<file path="config.mk">
export PLATFORM = sky130hd
export DESIGN_NAME = fsic_io_serdes_link_ctrl
export DESIGN_NICKNAME = d
export VERILOG_FILES = /design/src/rtl/fsic_io_serdes_link_ctrl.sv
export SDC_FILE = /design/constraint.sdc
export NUM_CORES = 1
export LEC_CHECK = 0
export BUFFER_PORTS_ARGS = -buffer_cell sky130_fd_sc_hd__clkbuf_2
export CAP_MARGIN = 20
export CORE_ASPECT_RATIO = 1.25
export CORE_MARGIN = 10
export CORE_UTILIZATION = 57
export CTS_CLUSTER_DIAMETER = 100
export DETAILED_ROUTE_END_ITERATION = 7
export GPL_ROUTABILITY_DRIVEN = 0
export PLACE_DENSITY = 0.81
export SYNTH_ARGS = -nofsm -noshare
export SYNTH_HDL_FRONTEND = slang
export SYNTH_SLANG_ARGS = --single-unit
</file>
<file path="constraint.sdc">
create_clock -name ioclk -period 2.7 [get_ports ioclk]
set_input_delay 0 -clock ioclk [delete_from_list [all_inputs] [get_ports ioclk]]
set_output_delay 0 -clock ioclk [all_outputs]
set_load 0.02 [all_outputs]
</file>
<file path="src/rtl/fsic_io_serdes_link_ctrl.sv">
// Serial IO link bring-up: settle, train on pTRAIN_PATTERN, lock or fail; all outputs registered (1 ioclk after decision), no backpressure.
// `FSIC_SERDES_AUTO_RETRAIN_EN adds up to pMAX_RETRY automatic retrains through a 2-cycle RESTART state.
module fsic_io_serdes_link_ctrl #(
    parameter int                    pCLK_RATIO     = 4,
    parameter logic [pCLK_RATIO-1:0] pTRAIN_PATTERN = 4'hA,
    parameter int                    pSETTLE        = 16,
    parameter int                    pLOCK_CNT      = 8,
    parameter int                    pTIMEOUT       = 256,
    parameter int                    pMAX_RETRY     = 3
) (
    input  logic                  ioclk,
    input  logic                  axis_rst_n,
    input  logic                  link_req,
    input  logic [pCLK_RATIO-1:0] rx_word,
    input  logic                  rx_word_stb,
    output logic                  rxen,
    output logic                  txen,
    output logic                  tx_train,
    output logic                  link_up,
    output logic                  link_fail,
    output logic [1:0]            retry_cnt
);

    localparam int TMO_W   = $clog2(pTIMEOUT + 1);
    localparam int MATCH_W = $clog2(pLOCK_CNT + 1);

    localparam logic [TMO_W-1:0]   TMO_LAST    = TMO_W'(pTIMEOUT - 1);
    localparam logic [TMO_W-1:0]   SETTLE_LAST = TMO_W'(pSETTLE - 1);
    localparam logic [TMO_W-1:0]   TMO_ONE     = TMO_W'(1);
    localparam logic [MATCH_W-1:0] LOCK_C      = MATCH_W'(pLOCK_CNT);
    localparam logic [MATCH_W-1:0] MATCH_ONE   = MATCH_W'(1);

`ifdef FSIC_SERDES_AUTO_RETRAIN_EN
    localparam logic [1:0] MAX_RETRY_C = 2'(pMAX_RETRY);

    typedef enum logic [2:0] {
        IDLE    = 3'd0,
        SETTLE  = 3'd1,
        TRAIN   = 3'd2,
        LOCKED  = 3'd3,
        FAIL    = 3'd4,
        RESTART = 3'd5
    } state_t;
`else
    typedef enum logic [2:0] {
        IDLE    = 3'd0,
        SETTLE  = 3'd1,
        TRAIN   = 3'd2,
        LOCKED  = 3'd3,
        FAIL    = 3'd4
    } state_t;
`endif

    state_t               state_q, state_d;
    state_t               tmo_state;
    logic [TMO_W-1:0]     tmo_q, tmo_d, tmo_inc;
    logic [MATCH_W-1:0]   match_q, match_d, match_inc;
    logic [1:0]           retry_q, retry_d;
    logic                 tmo_hit, word_ok;
    logic                 rxen_q, rxen_d;
    logic                 txen_q, txen_d;
    logic                 tx_train_q, tx_train_d;
    logic                 link_up_q, link_up_d;
    logic                 link_fail_q, link_fail_d;
`ifdef FSIC_SERDES_AUTO_RETRAIN_EN
    logic                 rs_q, rs_d;
`endif

    always_ff @(posedge ioclk or negedge axis_rst_n) begin
        if (!axis_rst_n) begin
            state_q     <= IDLE;
            tmo_q       <= '0;
            match_q     <= '0;
            retry_q     <= '0;
            rxen_q      <= 1'b0;
            txen_q      <= 1'b0;
            tx_train_q  <= 1'b0;
            link_up_q   <= 1'b0;
            link_fail_q <= 1'b0;
`ifdef FSIC_SERDES_AUTO_RETRAIN_EN
            rs_q        <= 1'b0;
`endif
        end else begin
            state_q     <= state_d;
            tmo_q       <= tmo_d;
            match_q     <= match_d;
            retry_q     <= retry_d;
            rxen_q      <= rxen_d;
            txen_q      <= txen_d;
            tx_train_q  <= tx_train_d;
            link_up_q   <= link_up_d;
            link_fail_q <= link_fail_d;
`ifdef FSIC_SERDES_AUTO_RETRAIN_EN
            rs_q        <= rs_d;
`endif
        end
    end

    always_comb begin
        state_d     = state_q;
        tmo_d       = tmo_q;
        match_d     = match_q;
        retry_d     = retry_q;
        rxen_d      = 1'b0;
        txen_d      = 1'b0;
        tx_train_d  = 1'b0;
        link_up_d   = 1'b0;
        link_fail_d = 1'b0;
`ifdef FSIC_SERDES_AUTO_RETRAIN_EN
        rs_d        = 1'b0;
`endif
        tmo_hit   = (tmo_q == TMO_LAST);
        tmo_inc   = (tmo_q == '1) ? tmo_q : tmo_q + TMO_ONE;
        match_inc = (match_q == '1) ? match_q : match_q + MATCH_ONE;
        word_ok   = rx_word_stb && (rx_word == pTRAIN_PATTERN);

`ifdef FSIC_SERDES_AUTO_RETRAIN_EN
        tmo_state = (retry_q < MAX_RETRY_C) ? RESTART : FAIL;
`else
        tmo_state = FAIL;
`endif

        // Dropping the request overrides every state; retry_cnt is kept for inspection.
        if (!link_req) begin
            state_d = IDLE;
        end else begin
            case (state_q)
                IDLE: begin
                    state_d = SETTLE;
                    tmo_d   = '0;
                    match_d = '0;
                    retry_d = '0;
                end
                SETTLE: begin
                    if (tmo_hit) begin
                        state_d = tmo_state;
                    end else begin
                        tmo_d = tmo_inc;
                        if (tmo_q == SETTLE_LAST) state_d = TRAIN;
                    end
                end
                TRAIN: begin
                    if (rx_word_stb) match_d = word_ok ? match_inc : '0;
                    // Lock is checked before timeout so a lock on the last cycle wins.
                    if (word_ok && (match_inc == LOCK_C)) begin
                        state_d = LOCKED;
                    end else if (tmo_hit) begin
                        state_d = tmo_state;
                    end else begin
                        tmo_d = tmo_inc;
                    end
                end
`ifdef FSIC_SERDES_AUTO_RETRAIN_EN
                RESTART: begin
                    rs_d = 1'b1;
                    if (rs_q) begin
                        state_d = SETTLE;
                        rs_d    = 1'b0;
                        retry_d = retry_q + 2'd1;
                        tmo_d   = '0;
                        match_d = '0;
                    end
                end
`endif
                default: ;
            endcase
        end

        case (state_d)
            SETTLE, TRAIN: begin
                rxen_d     = 1'b1;
                txen_d     = 1'b1;
                tx_train_d = 1'b1;
            end
            LOCKED: begin
                rxen_d    = 1'b1;
                txen_d    = 1'b1;
                link_up_d = 1'b1;
            end
            FAIL: link_fail_d = 1'b1;
`ifdef FSIC_SERDES_AUTO_RETRAIN_EN
            // RX is dropped to force the receiver to re-align; TX keeps sending the pattern.
            RESTART: begin
                txen_d     = 1'b1;
                tx_train_d = 1'b1;
            end
`endif
            default: ;
        endcase
    end

    assign rxen      = rxen_q;
    assign txen      = txen_q;
    assign tx_train  = tx_train_q;
    assign link_up   = link_up_q;
    assign link_fail = link_fail_q;
    assign retry_cnt = retry_q;

endmodule

</file>
==> impl_results.md <==
* Gr ovfl total at 0
* CTS Root Cell: clkbuf_4
* Worst slew margin at around 60%
* Antenna violations before repair at 0
* Synth Flop Type: dfrtp_1
* Die area at ~4500 um2
* Detailed placement HPWL at between 2000 and 2500 um
* Clock period minus worst slack at roughly 2.5 ns
* CP arrival at ~2.8 ns
* Final hold vios at 0
* Reg2reg setup slack at 0.19 ns
* WP data required at between 2 and 3 ns
* Sum Neg Setup Slack at 0 ns
* Post-synthesis instance total at between 100 and 150
* Most common cell after layout, fill and taps aside: dfrtp_1
* Slowest stage cell on the critical path: or4_1
* Site Rows at 19
* Die Y at 72.57 um
* Antenna cell count at 0
* Layout cells sized above 1 at ~18%
* ANT nets after route at 0
* Port Buffers at 12
* Critical path's largest stage delay at ~0.54 ns
* Synthesized cell area at roughly 1300 um2
* Die width at 62.05 um
* Vias/cell at approximately 6
* H-tree lvl count at 1
* First-pass GRT wire length at 4781 um
* Synthesis warning total at 0
* EDFF count, synth at 0
* Number of global-route vias before repair at about 1100
* Via count of the routed design at roughly 1100
* Most frequent cells in the layout: dfrtp_1, nand2_1, a21oi_1, clkbuf_2, o21ai_0
* Critical path fanouts, max at 8
* Pre-Repair DR Iteration Count at 4
* Pin count of the biggest net entering global routing at 21
* Syn Area/Cell at about 9 um2
* Critical path class: register to register
* CTS tree: done
* MaxCap Viol Count at 0
* Post-synthesis sequential area ratio at roughly two fifths
* Pwr dens at around 440 nW/um2
* VDD IR max at between 300 and 400 uV
* Cts bufs inserted at 3
* Clk Latency, worst-skew pair at ~0.30 ns
* Nature of the critical path endpoint: register
* Core Region at around 2200 um2
* DRT Wirelength at about 2800 um
* Worst-Margin Slew at 0.6132 ns
* Fraction of registers with async set/reset at 100.0%
* CP Cell Sequence: ha_1 -> and3_1 -> and4_1 -> ha_1 -> a211oi_1 -> o221ai_2 -> or4_1 -> a21oi_1
* F_max at 397.6 MHz
* Worst hold path class: input port to register
* Outcome: finished, final reports clean
* CP startpoint kind: register
* Nets@finish at 167
* Seq cells post-synth at 20
* Initial Utilization at 58.24%
* Unrepaired setup endpoints after global routing: false
* Clk buf depth at 2
* Routed wire per std cell at around 15 um
* Tcrit/Tclk final at 93.14%
* Initial drt markers at 66
* Area grow syn2layout at 11.52%
* Clk_skew at roughly 0.0047 ns
* DRC Markers at 0
* All-Layer GR Usage at 13.23%
* Leakage power at slightly above 0.6 nW
* Setup Viol. Count Final at 0
* Final Slew Violations at 0
* Most used cell, CP: ha_1
* Unique masters post-synth at between 40 and 50
* Sink Count at 20
* Final core utilization at roughly two thirds
* Clk slew on worst S/H paths at around 0.11 ns
* I/O Pins at 15
[timing repair]
item | in CTS | in global routing
setup buffers | 0 | 0
gates resized for setup | 0 | 1
setup endpoints to repair | 0 | 1
hold buffers | 1 | 0
endpoints found under the hold margin | 20 | 0
[flip-flops by register name, indices dropped and copies added, names as in the netlist]
register,flops
tmo_q,9
txen,1
link_up,1
link_fail,1
match_q,4
state_q,3
tx_train,1
[synth_stat cells, types with 5 or more instances]
master / number / area share, %
nor2_1: 8 / 2.4
nand2_1: 14 / 4.2
a21oi_1: 12 / 4.8
dfrtp_1: 20 / 40
o31ai_1: 5 / 3.0
inv_1: 6 / 1.8
o21ai_0: 11 / 4.4
nor2b_1: 5 / 2.5
[worst max-delay path: cells and delay by family (launching register included)]
kind,cells,cell delay (ns)
and+or+nand+nor,3,0.93
AOI/OAI and AO/OA,3,0.57
DFF,1,0.42
adders and majority gates,2,0.51
[cell type report]
| cell class | count | area (um2) |
|---|---|---|
| multi-input combinational | 108 | 698.2 |
| timing repair buffer | 16 | 92.59 |
| clock buffer | 3 | 22.52 |
| inverter | 6 | 22.52 |
| sequential | 20 | 500.5 |
| clock inverter | 1 | 30.03 |
| fill | 170 | 758.2 |
| tap | 31 | 38.79 |
[routing by layer]
| metal | wire (um) | vias up | share of wire, % | track usage [%] |
|---|---|---|---|---|
| met4 | 30 | 0 | 1.1 | 4.975 |
| met3 | 102 | 6 | 3.7 | 2.094 |
| met5 | 0 | - | 0 | 0 |
| li1 | - | 543 | - | - |
| met1 | 1208 | 557 | 43 | 14.77 |
| met2 | 1445 | 19 | 52 | 23.74 |
[cell families (layout without fill, tap and decap cells)]
kind of cell | Yosys count | in the layout | synth area share, %
simple gates | 52 | 52 | 23.14
fa+ha+maj | 4 | 4 | 3.972
flops | 20 | 20 | 39.72
buf+inv | 14 | 26 | 5.660
compound gates | 50 | 50 | 27.21
other cells | 1 | 2 | 0.2976
[worst paths after layout]
| kind | from | end | cells past startpoint |
|---|---|---|---|
| max reg2reg | tmo_q[0] | tmo_q[7] | 8 |
| max in group asynchronous | axis_rst_n | state_q[0] | 2 |
| max | tmo_q[0] | tmo_q[7] | 8 |
| min in group asynchronous | axis_rst_n | state_q[1] | 2 |
| min reg2reg | tmo_q[1] | tmo_q[1] | 2 |
| min | link_req | state_q[2] | 3 |
[through the flow]
step / setup WS, ns / cell area (um2) / total power [W] / instances / hold WS (ns)
floorplan: 0.2233 / 1264 / 0.0003596 / 142 / -0.2956
global placement: 0.3118 / 1336 / 0.0003777 / 180 / -0.01990
detailed placement: 0.2598 / 1336 / 0.0003805 / 180 / -0.02027
CTS: 0.2180 / 1399 / 0.0006232 / 185 / 0.01451
global route: 0.01227 / 1405 / 0.0006439 / 185 / 0.06794
finish: 0.1852 / 1405 / 0.0006180 / 185 / 0.03295
[power by group]
group	internal, W	switching (W)	leakage (nW)	total [W]
clock network	0.000150	0.0000920	0.0279	0.000242
registers	0.000307	0.00000727	0.270	0.000315
logic	0.0000238	0.0000374	0.313	0.0000612
Note: power is estimated with default switching activity, not from simulation.
